`src/rtl/parameterized_arb_mux_if.sv`:
```
// Bundles the N-producer / one-consumer handshake bus of parameterized_arb_mux.
// Latency: none; this is a plain signal bundle.
// Backpressure: carried by o_in_ready (per channel) and i_out_ready (consumer).
interface parameterized_arb_mux_if #(
    parameter int BW_DATA = 32,
    parameter int IN_NUM  = 4
);
    localparam int BW_SEL = $clog2(IN_NUM);

    // Producer side: flat channel data, channel k at [k*BW_DATA +: BW_DATA]
    logic [BW_DATA*IN_NUM-1:0] i_in_data;
    logic [IN_NUM-1:0]         i_in_valid;
    logic [IN_NUM-1:0]         o_in_ready;

    // Consumer side
    logic [BW_DATA-1:0]        o_out_data;
    logic                      o_out_valid;
    logic                      i_out_ready;
    logic [BW_SEL-1:0]         o_out_sel;

    // Environment view: drives producers and the consumer's ready
    modport master (
        output i_in_data,
        output i_in_valid,
        output i_out_ready,
        input  o_in_ready,
        input  o_out_data,
        input  o_out_valid,
        input  o_out_sel
    );

    // Arbiter view
    modport slave (
        input  i_in_data,
        input  i_in_valid,
        input  i_out_ready,
        output o_in_ready,
        output o_out_data,
        output o_out_valid,
        output o_out_sel
    );
endinterface

```
`src/rtl/parameterized_arb_mux.sv`:
```
// Registered N-to-1 arbitrating mux: picks one valid channel per cycle into a single output register.
// Latency: one cycle from input handshake to o_out_valid; sustains one beat per cycle.
// Backpressure: while the register is full and the consumer stalls, no channel is granted.
// Option: define PARAMETERIZED_ARB_MUX_RR_EN for round-robin; otherwise lowest-index channel wins.
module parameterized_arb_mux #(
    parameter int BW_DATA = 32,
    parameter int IN_NUM  = 4
) (
    input  logic                  i_clk,
    input  logic                  i_rst,
    parameterized_arb_mux_if.slave bus
);
    localparam int BW_SEL = $clog2(IN_NUM);
    localparam logic [BW_SEL-1:0] LAST_CH = BW_SEL'(IN_NUM - 1);

    // The output register is either empty or holding one beat
    typedef enum logic {
        ST_EMPTY = 1'b0,
        ST_FULL  = 1'b1
    } state_t;

    state_t              state_q, state_d;
    logic [BW_DATA-1:0]  data_q, data_d;
    logic [BW_SEL-1:0]   sel_q, sel_d;

    // Channel index where the grant search begins
    logic [BW_SEL-1:0]   ptr;

`ifdef PARAMETERIZED_ARB_MUX_RR_EN
    logic [BW_SEL-1:0]   ptr_q, ptr_d;
    assign ptr = ptr_q;
`else
    // Fixed priority: the search always starts at channel 0
    assign ptr = '0;
`endif

    logic                load;
    logic                any_vld;
    logic [BW_SEL-1:0]   grant;
    logic [IN_NUM-1:0]   ready;

    // Channel reached k steps after base, wrapping IN_NUM-1 -> 0 (IN_NUM need not be a power of two)
    function automatic logic [BW_SEL-1:0] chan_at(input logic [BW_SEL-1:0] base, input int k);
        int s;
        s = int'(base) + k;
        if (s >= IN_NUM) begin
            s = s - IN_NUM;
        end
        return BW_SEL'(s);
    endfunction

    // The register can take a beat when it is empty or being drained this cycle
    assign load    = (state_q == ST_EMPTY) || bus.i_out_ready;
    assign any_vld = |bus.i_in_valid;

    // First valid channel at or after ptr; scanning backwards lets the nearest one win last
    always_comb begin
        grant = '0;
        for (int k = IN_NUM - 1; k >= 0; k--) begin
            if (bus.i_in_valid[chan_at(ptr, k)]) begin
                grant = chan_at(ptr, k);
            end
        end
    end

    // One-hot ready for the granted channel; held low throughout reset
    always_comb begin
        ready = '0;
        if (!i_rst && load && any_vld) begin
            ready[grant] = 1'b1;
        end
    end

    // Next output-stage contents: capture the granted beat, go empty on an idle drain, else hold
    always_comb begin
        state_d = state_q;
        data_d  = data_q;
        sel_d   = sel_q;
`ifdef PARAMETERIZED_ARB_MUX_RR_EN
        ptr_d   = ptr_q;
`endif
        if (load) begin
            if (any_vld) begin
                state_d = ST_FULL;
                data_d  = bus.i_in_data[int'(grant)*BW_DATA +: BW_DATA];
                sel_d   = grant;
`ifdef PARAMETERIZED_ARB_MUX_RR_EN
                // Winner drops to lowest priority on the next search
                ptr_d   = (grant == LAST_CH) ? '0 : grant + BW_SEL'(1);
`endif
            end else begin
                state_d = ST_EMPTY;
            end
        end
    end

    // Output register and pointer; reset discards any held beat immediately
    always_ff @(posedge i_clk or posedge i_rst) begin
        if (i_rst) begin
            state_q <= ST_EMPTY;
            data_q  <= '0;
            sel_q   <= '0;
`ifdef PARAMETERIZED_ARB_MUX_RR_EN
            ptr_q   <= '0;
`endif
        end else begin
            state_q <= state_d;
            data_q  <= data_d;
            sel_q   <= sel_d;
`ifdef PARAMETERIZED_ARB_MUX_RR_EN
            ptr_q   <= ptr_d;
`endif
        end
    end

    assign bus.o_in_ready  = ready;
    assign bus.o_out_valid = (state_q == ST_FULL);
    assign bus.o_out_data  = data_q;
    assign bus.o_out_sel   = sel_q;

    // At most one channel is granted, and only one that is offering a beat
    a_ready_onehot: assert property (@(posedge i_clk) disable iff (i_rst)
        $onehot0(bus.o_in_ready));
    a_ready_needs_valid: assert property (@(posedge i_clk) disable iff (i_rst)
        (bus.o_in_ready & ~bus.i_in_valid) == '0);

endmodule

```
`src/flat_wrapper.sv`:
```
// flat-port wrapper written by rule: the top's interface ports become plain ports
module parameterized_arb_mux_flat 
#(
    parameter int BW_DATA = 32,
    parameter int IN_NUM  = 4
)
  (i_clk, i_rst, bus_i_in_data, bus_i_in_valid, bus_i_out_ready, bus_o_in_ready, bus_o_out_data, bus_o_out_valid, bus_o_out_sel);
  parameterized_arb_mux_if #(.BW_DATA(BW_DATA), .IN_NUM(IN_NUM)) bus_i ();
  input  logic i_clk;
  input  logic i_rst;
  input wire logic [$bits(bus_i.i_in_data)-1:0] bus_i_in_data;
  input wire logic [$bits(bus_i.i_in_valid)-1:0] bus_i_in_valid;
  input wire logic [$bits(bus_i.i_out_ready)-1:0] bus_i_out_ready;
  output wire logic [$bits(bus_i.o_in_ready)-1:0] bus_o_in_ready;
  output wire logic [$bits(bus_i.o_out_data)-1:0] bus_o_out_data;
  output wire logic [$bits(bus_i.o_out_valid)-1:0] bus_o_out_valid;
  output wire logic [$bits(bus_i.o_out_sel)-1:0] bus_o_out_sel;
  assign bus_i.i_in_data = bus_i_in_data;
  assign bus_i.i_in_valid = bus_i_in_valid;
  assign bus_i.i_out_ready = bus_i_out_ready;
  assign bus_o_in_ready = bus_i.o_in_ready;
  assign bus_o_out_data = bus_i.o_out_data;
  assign bus_o_out_valid = bus_i.o_out_valid;
  assign bus_o_out_sel = bus_i.o_out_sel;
  parameterized_arb_mux #(.BW_DATA(BW_DATA), .IN_NUM(IN_NUM)) u_core (.i_clk(i_clk), .i_rst(i_rst), .bus(bus_i));
endmodule
```
`config.mk`:
```
export PLATFORM = sky130hd
export DESIGN_NAME = parameterized_arb_mux_flat
export DESIGN_NICKNAME = d
export VERILOG_FILES = /design/src/rtl/parameterized_arb_mux_if.sv /design/src/rtl/parameterized_arb_mux.sv /design/src/flat_wrapper.sv
export SDC_FILE = /design/constraint.sdc
export NUM_CORES = 1
export LEC_CHECK = 0
export ABC_AREA = 1
export BUFFER_PORTS_ARGS = -buffer_cell sky130_fd_sc_hd__buf_2
export CAP_MARGIN = 20
export CELL_PAD_IN_SITES_DETAIL_PLACEMENT = 0
export CELL_PAD_IN_SITES_GLOBAL_PLACEMENT = 1
export CORE_UTILIZATION = 25
export CTS_BUF_LIST = sky130_fd_sc_hd__clkbuf_16
export CTS_CLUSTER_SIZE = 25
export DETAILED_ROUTE_END_ITERATION = 10
export PLACE_DENSITY = 0.8
export SLEW_MARGIN = 20
export SYNTH_ARGS = -nofsm -noshare
export SYNTH_HDL_FRONTEND = slang
export SYNTH_SLANG_ARGS = --single-unit
export TNS_END_PERCENT = 1
```
`constraint.sdc`:
```
create_clock -name i_clk -period 1.1 [get_ports i_clk]
set_input_delay 0.055 -clock i_clk [delete_from_list [all_inputs] [get_ports i_clk]]
set_output_delay 0.055 -clock i_clk [all_outputs]
set_load 0.1 [all_outputs]
```
# Word-level counts from Yosys, hierarchy flattened
# Index checks and enable logic that the tools add are counted.
# totals
regBits	35
inputBits	135
output_inout_bits	39
word_cells	22
# op_classes
order_cmp	2
shifts	1
n_mux	8
bitwise	1
n_reduce_logical	7
# op_table
op	count
indexed part select 128 x 8 -> 32 bit	1
two-way mux 2 bit	4
two-way mux 4 bit	1
OR reduction 4 bit	1
logical AND 1 bit	3
less-than comparator 2 x 3 -> 1 bit (second input constant)	1
demux 1 bit (select 2 bit)	1
greater-or-equal comparator 2 x 1 -> 1 bit (second input constant)	1
two-way mux 1 bit	2
AND reduction 2 bit	1
logical NOT 1 bit	1
logical OR 1 bit	1
inverter 1 bit	1

# Logic depth before layout (Yosys ltp)
# Gate-level depths: netlist of run 1.
# depth
word_depth	9
mapped_depth	10
depth_no_buf	8

# Worst setup path before layout of run 1
# Ideal clock, no wire load.
# synth_timing
kind	register to output
from	reg u_core.state_q (netlist: u_core.bus.o_out_valid)
to	out bus_o_in_ready[2]
t_arrival_ns	3.453
required_ns	1.045
path_slack_ns	-2.408
stages_incl_launch_ff	7
path_buffers	1
path_cell_list	dfrtp_1 inv_1 nor2_1 a31oi_2 buf_4 nand2_1 nor3_1
# synth_between
elab_chain_cells	5
# synth_rtl
element	line_no	rtl
start, declared	parameterized_arb_mux.sv:22	state_t state_q, state_d;
start signal, assigned	parameterized_arb_mux.sv:107	state_q <= state_d;
inverter 1 bit	parameterized_arb_mux.sv:53	assign load = (state_q == ST_EMPTY) || bus.i_out_ready;
logical OR 1 bit	parameterized_arb_mux.sv:53	
logical AND 1 bit (2 in series)	parameterized_arb_mux.sv:69	if (!i_rst && load && any_vld) begin
two-way mux 4 bit	parameterized_arb_mux.sv:69	
end, declared	flat_wrapper.sv:14	output wire logic [$bits(bus_i.o_in_ready)-1:0] bus_o_in_ready;
# Every way passes these cells.

# Worst setup path after layout of run 1
# Same ends and word-level chain as after synthesis.

==> flow_summary.json, run 1 <==
{
  "outcome": "complete, but fails checks",
  "violations": "hold timing, setup timing",
  "ant_nets": 0,
  "grt_pass1_vias": 3350,
  "path_buf_inv": 3,
  "dieArea_mm2": 0.0114,
  "yosysWarnings": 0,
  "r2r_end": "u_core.bus.o_out_sel[1]",
  "synth_top_family_by_area": "simple AND/OR/NAND/NOR gates",
  "synth.distinct_cells": 17,
  "yosysSeqAreaShare": 0.318,
  "die_h_um": 107,
  "peakVddDrop_uv": 681,
  "areaGrowthSynthToFinish_pct": 67.4,
  "crit_path_max_fanout": 4,
  "synth_top_area_share": 0.318,
  "die_w_um": 107,
  "drt-total-wl_mm": 10.2,
  "relSlewSlack": 0.687,
  "endpoint_kind": "primary output",
  "worstPathCellList": "inv_4 > nor2_2 > a31oi_4 > buf_6 > nand2_8 > nor3_4 > buf_12",
  "antenna_cells": 0,
  "slew_viol_final": 0,
  "clock_path_buffers": 2,
  "final_util": 0.438,
  "holdWs_ns": -0.0122,
  "required_ns": 1.04,
  "drv_cap": 0,
  "period_share": 1.50,
  "initial_core_util": 0.262,
  "setup_slack_ns": -0.548,
  "reg2regPathDepth": 7,
  "start_kind": "register",
  "pwr_density_cell_mw_per_mm2": 1480,
  "first_iter_violations": 144,
  "worstPathArrival_ns": 1.59,
  "cts_tree": "built",
  "nFillCells": 1070,
  "synth_nets": 588,
  "antenna_found_initial": 0,
  "nNetsFinal": 756,
  "grt_first_pass_wirelength_mm": 16.0,
  "synth_seq_cells": 35,
  "period_minus_slack_ns": 1.65,
  "synth-simple-area-share": 0.538,
  "syn_inst": 453,
  "synth_compound_area_frac": 0.0100,
  "clock_latency_ns": 0.27,
  "hold_viol": 10,
  "yosys.area.top_type": "dfrtp_1",
  "setup_viol": 40,
  "cts_max_level": 2,
  "p_leak_nw": 2.49,
  "ios": 174,
  "totalPowerFinal_mw": 6.84,
  "rows": 37,
  "clockRootBuffer": "clkbuf_16",
  "wl_per_cell_um": 13.4,
  "gp_congestion": 0.789,
  "drive_gt1_frac": 0.354,
  "hp-class": "in -> async",
  "worstReg2RegStart": "u_core.bus.o_out_valid",
  "critPathKind": "reg -> out",
  "via_per_inst": 4.62,
  "post-place-ws_ns": -0.462,
  "avgSynthCellArea_um2": 6.07,
  "synth.area.mux_share": 0,
  "slowest_stage": "dfrtp_4",
  "critPathMaxStageDelay_ns": 0.49,
  "yosys-top-cells-area": "dfrtp_1 32%, nand3_1 17%, nand2_1 14%, nor2_1 14%, nand4_1 7.3%",
  "drcViolationCount": 0,
  "worstMarginPinSlew_ns": 0.469,
  "dp_hpwl_mm": 7.94,
  "overflow": 0,
  "port_buffers": 173,
  "rrSetupSlack_ns": -0.46,
  "clkTransAtPathRegs_ns": 0.05,
  "path_delay_family": "flip-flops",
  "fmax_mhz": 607,
  "synth_xor_area_frac": 0,
  "drtPass1Iterations": 6,
  "cts.sinks": 35,
  "clock-skew-final_ns": 0.00715,
  "syn_area_mm2": 0.00275,
  "grt_usage": 0.179,
  "design_area_mm2": 0.00461,
  "path_depth": 7,
  "rsz0062_at_grt": "yes",
  "core_mm2": 0.0105,
  "cts_made_buffers": 5,
  "grt_max_degree": 37,
  "place_area_mm2": 0.00444,
  "vias": 3498,
  "synth_fa_ha_area_frac": 0
}
[worst min-delay path, cell delays in order]
cell and delay (ns):
buf_2 0.10, inv_2 0.11, buf_4 0.43
[power breakdown]
part	internal, mW	switching, mW	leakage [nW]
Combinational	1.36	2.44	2.01
Sequential	1.51	0.246	0.403
Clock	0.808	0.476	0.0723
[layout by cell type, fill, tap and decap left out]
master     count
buf_4         20
nor2_2         2
inv_1         37
nor3_4         2
clkbuf_16      5
clkinv_1       1
inv_2          3
buf_6          1
nand2_2        3
dfrtp_1       34
buf_2        134
nand2_1      102
nand3_1       96
a31oi_4        1
nand4_1       32
inv_4          1
nor2_1        96
nor2_4         3
nand2_8        1
o21ai_0        3
dfrtp_4        1
buf_12        43
[metal layers]
layer / wire, um / share of wire / global-route usage
met5: 0 / 0 / 0
met4: 125 / 0.012 / 0.0470
met3: 709 / 0.070 / 0.0383
met2: 5070 / 0.50 / 0.323
met1: 4270 / 0.42 / 0.214
[flip-flops by register name, indices dropped and copies added (netlist names)]
register	cells
u_core.bus.o_out_data	32
u_core.bus.o_out_valid	1
u_core.bus.o_out_sel	2
[Yosys cell counts]
cell type	instances
nor2_1	99
o21ai_0	3
nor3_1	2
buf_6	1
inv_2	2
buf_4	14
nor2_2	2
clkbuf_1	7
a31oi_2	1
buf_2	15
nand4_1	32
nand2_1	103
inv_1	37
clkinv_1	1
nand2_2	3
nand3_1	96
dfrtp_1	35
[kinds of logic (layout without fill, tap and decap cells)]
family	Yosys count	after routing
simple gates	337	337
buf+inv	77	245
flops	35	35
compound gates	4	4
[how the worst max path moves through the flow]
stage	to	slack, ns	from
floorplan	bus_o_in_ready[2]	-0.94	u_core.bus.o_out_valid
global placement	u_core.bus.o_out_sel[0]	-0.36	u_core.bus.o_out_valid
detailed placement	u_core.bus.o_out_sel[1]	-0.46	u_core.bus.o_out_valid
CTS	bus_o_in_ready[2]	-0.56	u_core.bus.o_out_valid
global route	bus_o_in_ready[2]	-0.63	u_core.bus.o_out_valid
finish	bus_o_in_ready[2]	-0.55	u_core.bus.o_out_valid
[through the flow]
| step | TNS [ns] | std cells | hold slack [ns] |
|---|---|---|---|
| 6_report | -14.26 | 757 | -0.0122 |
| 5_1_grt | -18.60 | 757 | 0.0430 |
| 4_1_cts | -14.16 | 757 | 0.0100 |
| 3_5_place_dp | -13.81 | 748 | 0.284 |
| 3_3_place_gp | -11.23 | 748 | 0.276 |
| 2_1_floorplan | -16.91 | 453 | 0.159 |
[repair_timing]
action / in CTS / in global routing
gates resized for setup: 5 / 1
hold buffers: 0 / 0
buffers inserted: 2 / 0
setup endpoints to repair: 40 / 40
cloned: 0 / 0
pin swaps: 1 / 0
[layout make-up]
| class | instances | area [um^2] | area share |
|---|---|---|---|
| inverter | 40 | 153 | 0.0331 |
| sequential | 35 | 880 | 0.191 |
| clock inverter | 2 | 7.51 | 0.00163 |
| tap | 136 | 170 | 0.0369 |
| clock buffer | 5 | 125 | 0.0272 |
| timing repair buffer | 198 | 1690 | 0.368 |
| multi-input combinational | 341 | 1580 | 0.343 |
No activity file was read; power rests on OpenSTA's default activity.
==> inputs of run 2 (changes only) <==
--- a/config.mk
+++ b/config.mk
@@ -6,15 +6,15 @@
 export NUM_CORES = 1
 export LEC_CHECK = 0
 export ABC_AREA = 1
-export BUFFER_PORTS_ARGS = -buffer_cell sky130_fd_sc_hd__buf_2
 export CAP_MARGIN = 20
 export CELL_PAD_IN_SITES_DETAIL_PLACEMENT = 0
 export CELL_PAD_IN_SITES_GLOBAL_PLACEMENT = 1
-export CORE_UTILIZATION = 25
+export CORE_UTILIZATION = 35
 export CTS_BUF_LIST = sky130_fd_sc_hd__clkbuf_16
 export CTS_CLUSTER_SIZE = 25
 export DETAILED_ROUTE_END_ITERATION = 10
-export PLACE_DENSITY = 0.8
+export DONT_BUFFER_PORTS = 1
+export PLACE_DENSITY = 0.75
 export SLEW_MARGIN = 20
 export SYNTH_ARGS = -nofsm -noshare
 export SYNTH_HDL_FRONTEND = slang
==> run 2 against run 1 <==
The run ends with setup timing left. Fmax rose by 0.83%. Hold slack better by 0.043 ns. First-iteration DRC count shrank 9.0%. Wire length down 17%. Sequential share of layout area is 6.4 points higher. Combinational power shrank 22%. Global-route usage up 2.7 points. Power is 13% lower. Utilization increased by 2.7 points. Sequential cell count unchanged. Critical path depth unchanged. Critical endpoint is now bus_o_in_ready[3].
==> flow_summary.json, run 2 (synthesis results as in run 1) <==
{
  "met2_usage": 0.374,
  "layout_commonest_cell": "nand2_1",
  "wl_per_cell_um": 14.5,
  "clkTransAtPathRegs_ns": 0.06,
  "rsz0062_at_grt": "yes",
  "drive_gt1_frac": 0.165,
  "drt-total-wl_mm": 8.47,
  "min_from": "bus_i_in_data[15]",
  "period_minus_slack_ns": 1.63,
  "setup_viol": 39,
  "cts.sinks": 35,
  "slowest_stage": "dfrtp_4",
  "vias": 2989,
  "internal_power_mw": 2.97,
  "clock-skew-final_ns": 0.00350,
  "grt_first_pass_wirelength_mm": 13.6,
  "clock_latency_ns": 0.27,
  "initial_core_util": 0.371,
  "switching_share": 0.498,
  "clockPowerShare": 0.224,
  "core_mm2": 0.00741,
  "met3_usage": 0.0530,
  "violations": "setup timing",
  "antenna_cells": 0,
  "grt_max_degree": 36,
  "via_per_inst": 5.13,
  "hold_viol": 0,
  "overflow": 0,
  "worstPathCellList": "inv_2 > nor2_2 > a31oi_4 > buf_12 > nand2_8 > nor3_4 > buf_12",
  "combPwrFrac": 0.502,
  "hp-class": "in -> reg",
  "peakVddDrop_uv": 646,
  "worstSetupStartpoint": "u_core.bus.o_out_valid",
  "ios": 174,
  "largest_reg_flops": 32,
  "crit_path_max_fanout": 4,
  "dp_hpwl_mm": 6.33,
  "rrSetupSlack_ns": -0.29,
  "worstPathArrival_ns": 1.58,
  "endpoint_kind": "primary output",
  "first_iter_violations": 131,
  "setup-tns-final_ns": -10.64,
  "dieArea_mm2": 0.00822,
  "ant_nets": 0,
  "critPathKind": "reg -> out",
  "drcViolationCount": 0,
  "start_kind": "register",
  "seq_power_share": 0.274,
  "drv_cap": 0,
  "cts_tree": "built",
  "worstReg2RegStart": "u_core.bus.o_out_valid",
  "antenna_found_initial": 0,
  "clock_path_buffers": 2,
  "nFillCells": 789,
  "slew_viol_final": 0,
  "critPathMaxStageDelay_ns": 0.47,
  "cpMostUsedCell": "buf_12",
  "worstMarginPinSlew_ns": 0.475,
  "fmax_mhz": 612,
  "grt_pass1_vias": 2808,
  "p_sw_mw": 2.95,
  "cts_max_level": 2,
  "grt_util_met1": 0.240,
  "layout_common_cells": "102 x nand2_1, 96 x nor2_1, 96 x nand3_1",
  "outcome": "complete, but fails checks",
  "busiest_layer": "met2",
  "r2r_end": "u_core.bus.o_out_data[9]",
  "clockRootBuffer": "clkbuf_16",
  "setup_slack_ns": -0.535,
  "die_w_um": 90.7,
  "port_buffers": 0,
  "nNetsFinal": 618,
  "p_leak_nw": 1.79,
  "drtPass1Iterations": 4,
  "areaGrowthSynthToFinish_pct": 25.3,
  "relSlewSlack": 0.683,
  "gp_congestion": 0.780,
  "pwr_density_cell_mw_per_mm2": 1720,
  "reg2regPathDepth": 8,
  "cts_made_buffers": 5,
  "die_h_um": 90.7,
  "crit_end": "bus_o_in_ready[3]",
  "period_share": 1.49,
  "rows": 31,
  "grt_usage": 0.206,
  "post-place-ws_ns": -0.293,
  "required_ns": 1.04
}
## run 2: cell types whose count changed in the layout (fill, tap and decap cells not counted), sizes merged
| cell | previous run | this run |
|---|---|---|
| inv | 41 | 40 |
| clkinv | 1 | 3 |
| buf | 198 | 58 |
| dlygate4sd3 | 0 | 2 |
## run 2: power groups by stage
stage	clock (mW)	combinational [mW]	sequential, mW
after floorplan	0	0.786	3.22
after global placement	0	2.96	1.64
after detailed placement	0	2.98	1.65
after CTS	1.37	2.99	1.63
after global routing	1.42	3.13	1.65
final	1.33	2.97	1.62
## run 2: stage by stage
stage                     instance area (um^2)  std cells  power [mW]  hold WS (ns)   util
final                                     3450        583        5.92        0.0310  0.465
after global routing                      3450        583        6.21        0.0552  0.465
after CTS                                 3450        583        5.98        0.0309  0.465
after detailed placement                  3290        573        4.63         0.173  0.444
after global placement                    3290        573        4.60         0.177  0.444
after floorplan                           2810        453        4.00         0.159      -
## run 2: worst min-delay path by stage
stage                                 to  slack [ns]  depth (start not counted)
2_1_floorplan     u_core.bus.o_out_valid        0.16                          1
3_3_place_gp      u_core.bus.o_out_valid        0.18                          1
3_5_place_dp      u_core.bus.o_out_valid        0.17                          1
4_1_cts        u_core.bus.o_out_data[15]        0.03                          4
5_1_grt         u_core.bus.o_out_data[3]        0.06                          4
6_report       u_core.bus.o_out_data[15]        0.03                          4
## run 2: final cells by class
type                            instances  area [um^2]  share of cell area
Tap cell                               99          124              0.0359
Multi-Input combinational cell        341         1580               0.458
Clock inverter                          3         11.3             0.00327
Sequential cell                        35          880               0.255
Timing Repair Buffer                   60          581               0.168
Inverter                               40          150              0.0435
Clock buffer                            5          125              0.0363
## run 2: critical path: cells and delay by family (launching register included)
family / cells / cell delay [ns]
AO/OA/AOI/OAI: 1 / 0.15
AND/OR/NAND/NOR: 3 / 0.27
flip-flops: 1 / 0.47
buffers and inverters: 3 / 0.41
## run 2: layer usage
metal | up-vias | share of wire
met4 | 0 | 0.0094
li1 | 1514 | -
met5 | - | 0
met1 | 1334 | 0.41
met2 | 134 | 0.50
met3 | 7 | 0.082
## run 2: what timing repair did
item,4_1_cts,5_1_grt
hold buffers,2,0
setup buffers,0,0
hold endpoints to repair,36,0
pin swaps,1,0
resized for setup,1,2
endpoints found under the setup margin,39,39
==> inputs of run 3 (changes only) <==
--- a/config.mk
+++ b/config.mk
@@ -9,6 +9,7 @@
 export CAP_MARGIN = 20
 export CELL_PAD_IN_SITES_DETAIL_PLACEMENT = 0
 export CELL_PAD_IN_SITES_GLOBAL_PLACEMENT = 1
+export CORE_ASPECT_RATIO = 0.9
 export CORE_UTILIZATION = 35
 export CTS_BUF_LIST = sky130_fd_sc_hd__clkbuf_16
 export CTS_CLUSTER_SIZE = 25
==> run 3 against run 2 <==
The flow still finishes with violations (setup timing). Hold slack better by 0.0042 ns. Critical endpoint is now bus_o_in_ready[2]. Final cell count is 0.17% lower. Highest routed layer unchanged. Sequential share of layout area shrank 0.22 points. Cell area rose by 0.87%. Wire length grew 0.86%. Fmax decreased by 1.7%. Via count increased by 0.64%. Largest cell class unchanged. Sequential power barely moved.
==> flow_summary.json, run 3 (synthesis results as in run 1) <==
{
  "holdWs_ns": 0.0352,
  "relSlewSlack": 0.678,
  "critPathMaxStageDelay_ns": 0.48,
  "dp_cells": 573,
  "grt_pass1_vias": 2754,
  "grt_first_pass_wirelength_mm": 13.2,
  "rows": 30,
  "seq_power_share": 0.276,
  "drcViolationCount": 0,
  "violations": "setup timing",
  "period_minus_slack_ns": 1.66,
  "design_area_mm2": 0.00348,
  "start_kind": "register",
  "dp_hpwl_mm": 6.31,
  "first_iter_violations": 135,
  "pwr_density_cell_mw_per_mm2": 1700,
  "gp_congestion": 0.740,
  "worstPathCellList": "inv_2 > nor2_2 > a31oi_4 > buf_6 > nand2_8 > nor3_4 > buf_12",
  "cts_tree": "built",
  "cts.sinks": 35,
  "post-place-ws_ns": -0.324,
  "overflow": 0,
  "antenna_found_initial": 0,
  "internal_power_mw": 2.98,
  "die_w_um": 95.5,
  "grt_max_degree": 57,
  "place_area_mm2": 0.00330,
  "ant_nets": 0,
  "drtPass1Iterations": 4,
  "port_buffers": 0,
  "via_per_inst": 5.17,
  "setup_slack_ns": -0.564,
  "worstReg2RegStart": "u_core.bus.o_out_valid",
  "nNetsFinal": 622,
  "slew_viol_final": 0,
  "hold_viol": 0,
  "hp-class": "in -> reg",
  "layout_common_cells": "102 x nand2_1, 96 x nor2_1, 96 x nand3_1",
  "worstSetupStartpoint": "u_core.bus.o_out_valid",
  "core_mm2": 0.00758,
  "final-instance-count-excl-fill": 582,
  "areaGrowthSynthToFinish_pct": 26.4,
  "critPathKind": "reg -> out",
  "combPwrFrac": 0.507,
  "drive_gt1_frac": 0.171,
  "drv_cap": 0,
  "totalPowerFinal_mw": 5.91,
  "wl_per_cell_um": 14.7,
  "clockPowerShare": 0.217,
  "layout_commonest_cell": "nand2_1",
  "clock_latency_ns": 0.27,
  "cts_made_buffers": 5,
  "grt_usage": 0.209,
  "cts_max_level": 2,
  "crit_path_max_fanout": 4,
  "largest_reg_flops": 32,
  "p_sw_mw": 2.93,
  "antenna_cells": 0,
  "ios": 174,
  "rsz0062_at_grt": "yes",
  "drt-total-wl_mm": 8.54,
  "fmax_mhz": 601,
  "worstPathArrival_ns": 1.61,
  "clock_path_buffers": 2,
  "peakVddDrop_uv": 932,
  "vias": 3008,
  "clkTransAtPathRegs_ns": 0.05,
  "period_share": 1.51,
  "clockRootBuffer": "clkbuf_16",
  "die_h_um": 86.1,
  "switching_share": 0.496,
  "outcome": "complete, but fails checks",
  "dieArea_mm2": 0.00822,
  "required_ns": 1.04,
  "worstMarginPinSlew_ns": 0.483,
  "initial_core_util": 0.363,
  "clock-skew-final_ns": 0.00433,
  "p_leak_nw": 1.80,
  "setup_viol": 39,
  "endpoint_kind": "primary output",
  "slowest_stage": "dfrtp_4",
  "min_from": "bus_i_in_data[10]"
}
-- run 3: per-layer routing --
| layer | global-route usage | vias to the layer above | part of all wire |
|---|---|---|---|
| li1 | - | 1522 | - |
| met1 | 0.270 | 1359 | 0.43 |
| met2 | 0.356 | 118 | 0.48 |
| met3 | 0.0346 | 9 | 0.072 |
| met4 | 0.0597 | 0 | 0.011 |
| met5 | 0 | - | 0 |
-- run 3: worst paths after layout --
path | to | slack (ns) | depth (start not counted)
setup / recovery | bus_o_in_ready[2] | -0.56 | 7
hold / removal | u_core.bus.o_out_data[10] | 0.04 | 4
setup reg to reg | u_core.bus.o_out_data[7] | -0.37 | 9
hold reg to reg | u_core.bus.o_out_sel[0] | 0.49 | 2
max in group asynchronous | u_core.bus.o_out_valid | 0.30 | 3
min in group asynchronous | u_core.bus.o_out_sel[0] | 0.43 | 3
-- run 3: what timing repair did --
action                                 CTS  global route
pin swaps                                1             1
setup buffers                            1             0
setup endpoints to repair               39            39
hold buffers                             2             0
endpoints found under the hold margin   36             0
gates cloned                             0             0
gates resized for setup                  7             0
-- run 3: power by group through the flow --
stage          Sequential (mW)  Combinational (mW)  Clock, mW
2_1_floorplan             3.22               0.786          0
3_3_place_gp              1.64                2.96          0
3_5_place_dp              1.65                2.98          0
4_1_cts                   1.63                3.02       1.32
5_1_grt                   1.66                3.16       1.38
6_report                  1.63                3.00       1.28
-- run 3: final cells by class --
cell class,count,area [um^2]
fillers,800,4100
multi-input cells,341,1580
well taps,96,120
clock buffers,5,125
clock inverters,1,3.75
repair buffers,64,622
flip-flops and latches,35,880
inverters,40,150
-- run 3: critical path, delay by kind of cell, from the launching register on --
kind | cells | cell delay, ns
AOI/OAI and AO/OA | 1 | 0.15
buffers and inverters | 3 | 0.40
DFF | 1 | 0.48
and+or+nand+nor | 3 | 0.31
-- run 3: metrics by stage --
step	setup TNS, ns	util
after detailed placement	-10.27	0.435
final	-12.66	0.459
after global routing	-16.07	0.459
after floorplan	-16.91	-
after global placement	-9.33	0.435
after CTS	-12.98	0.459
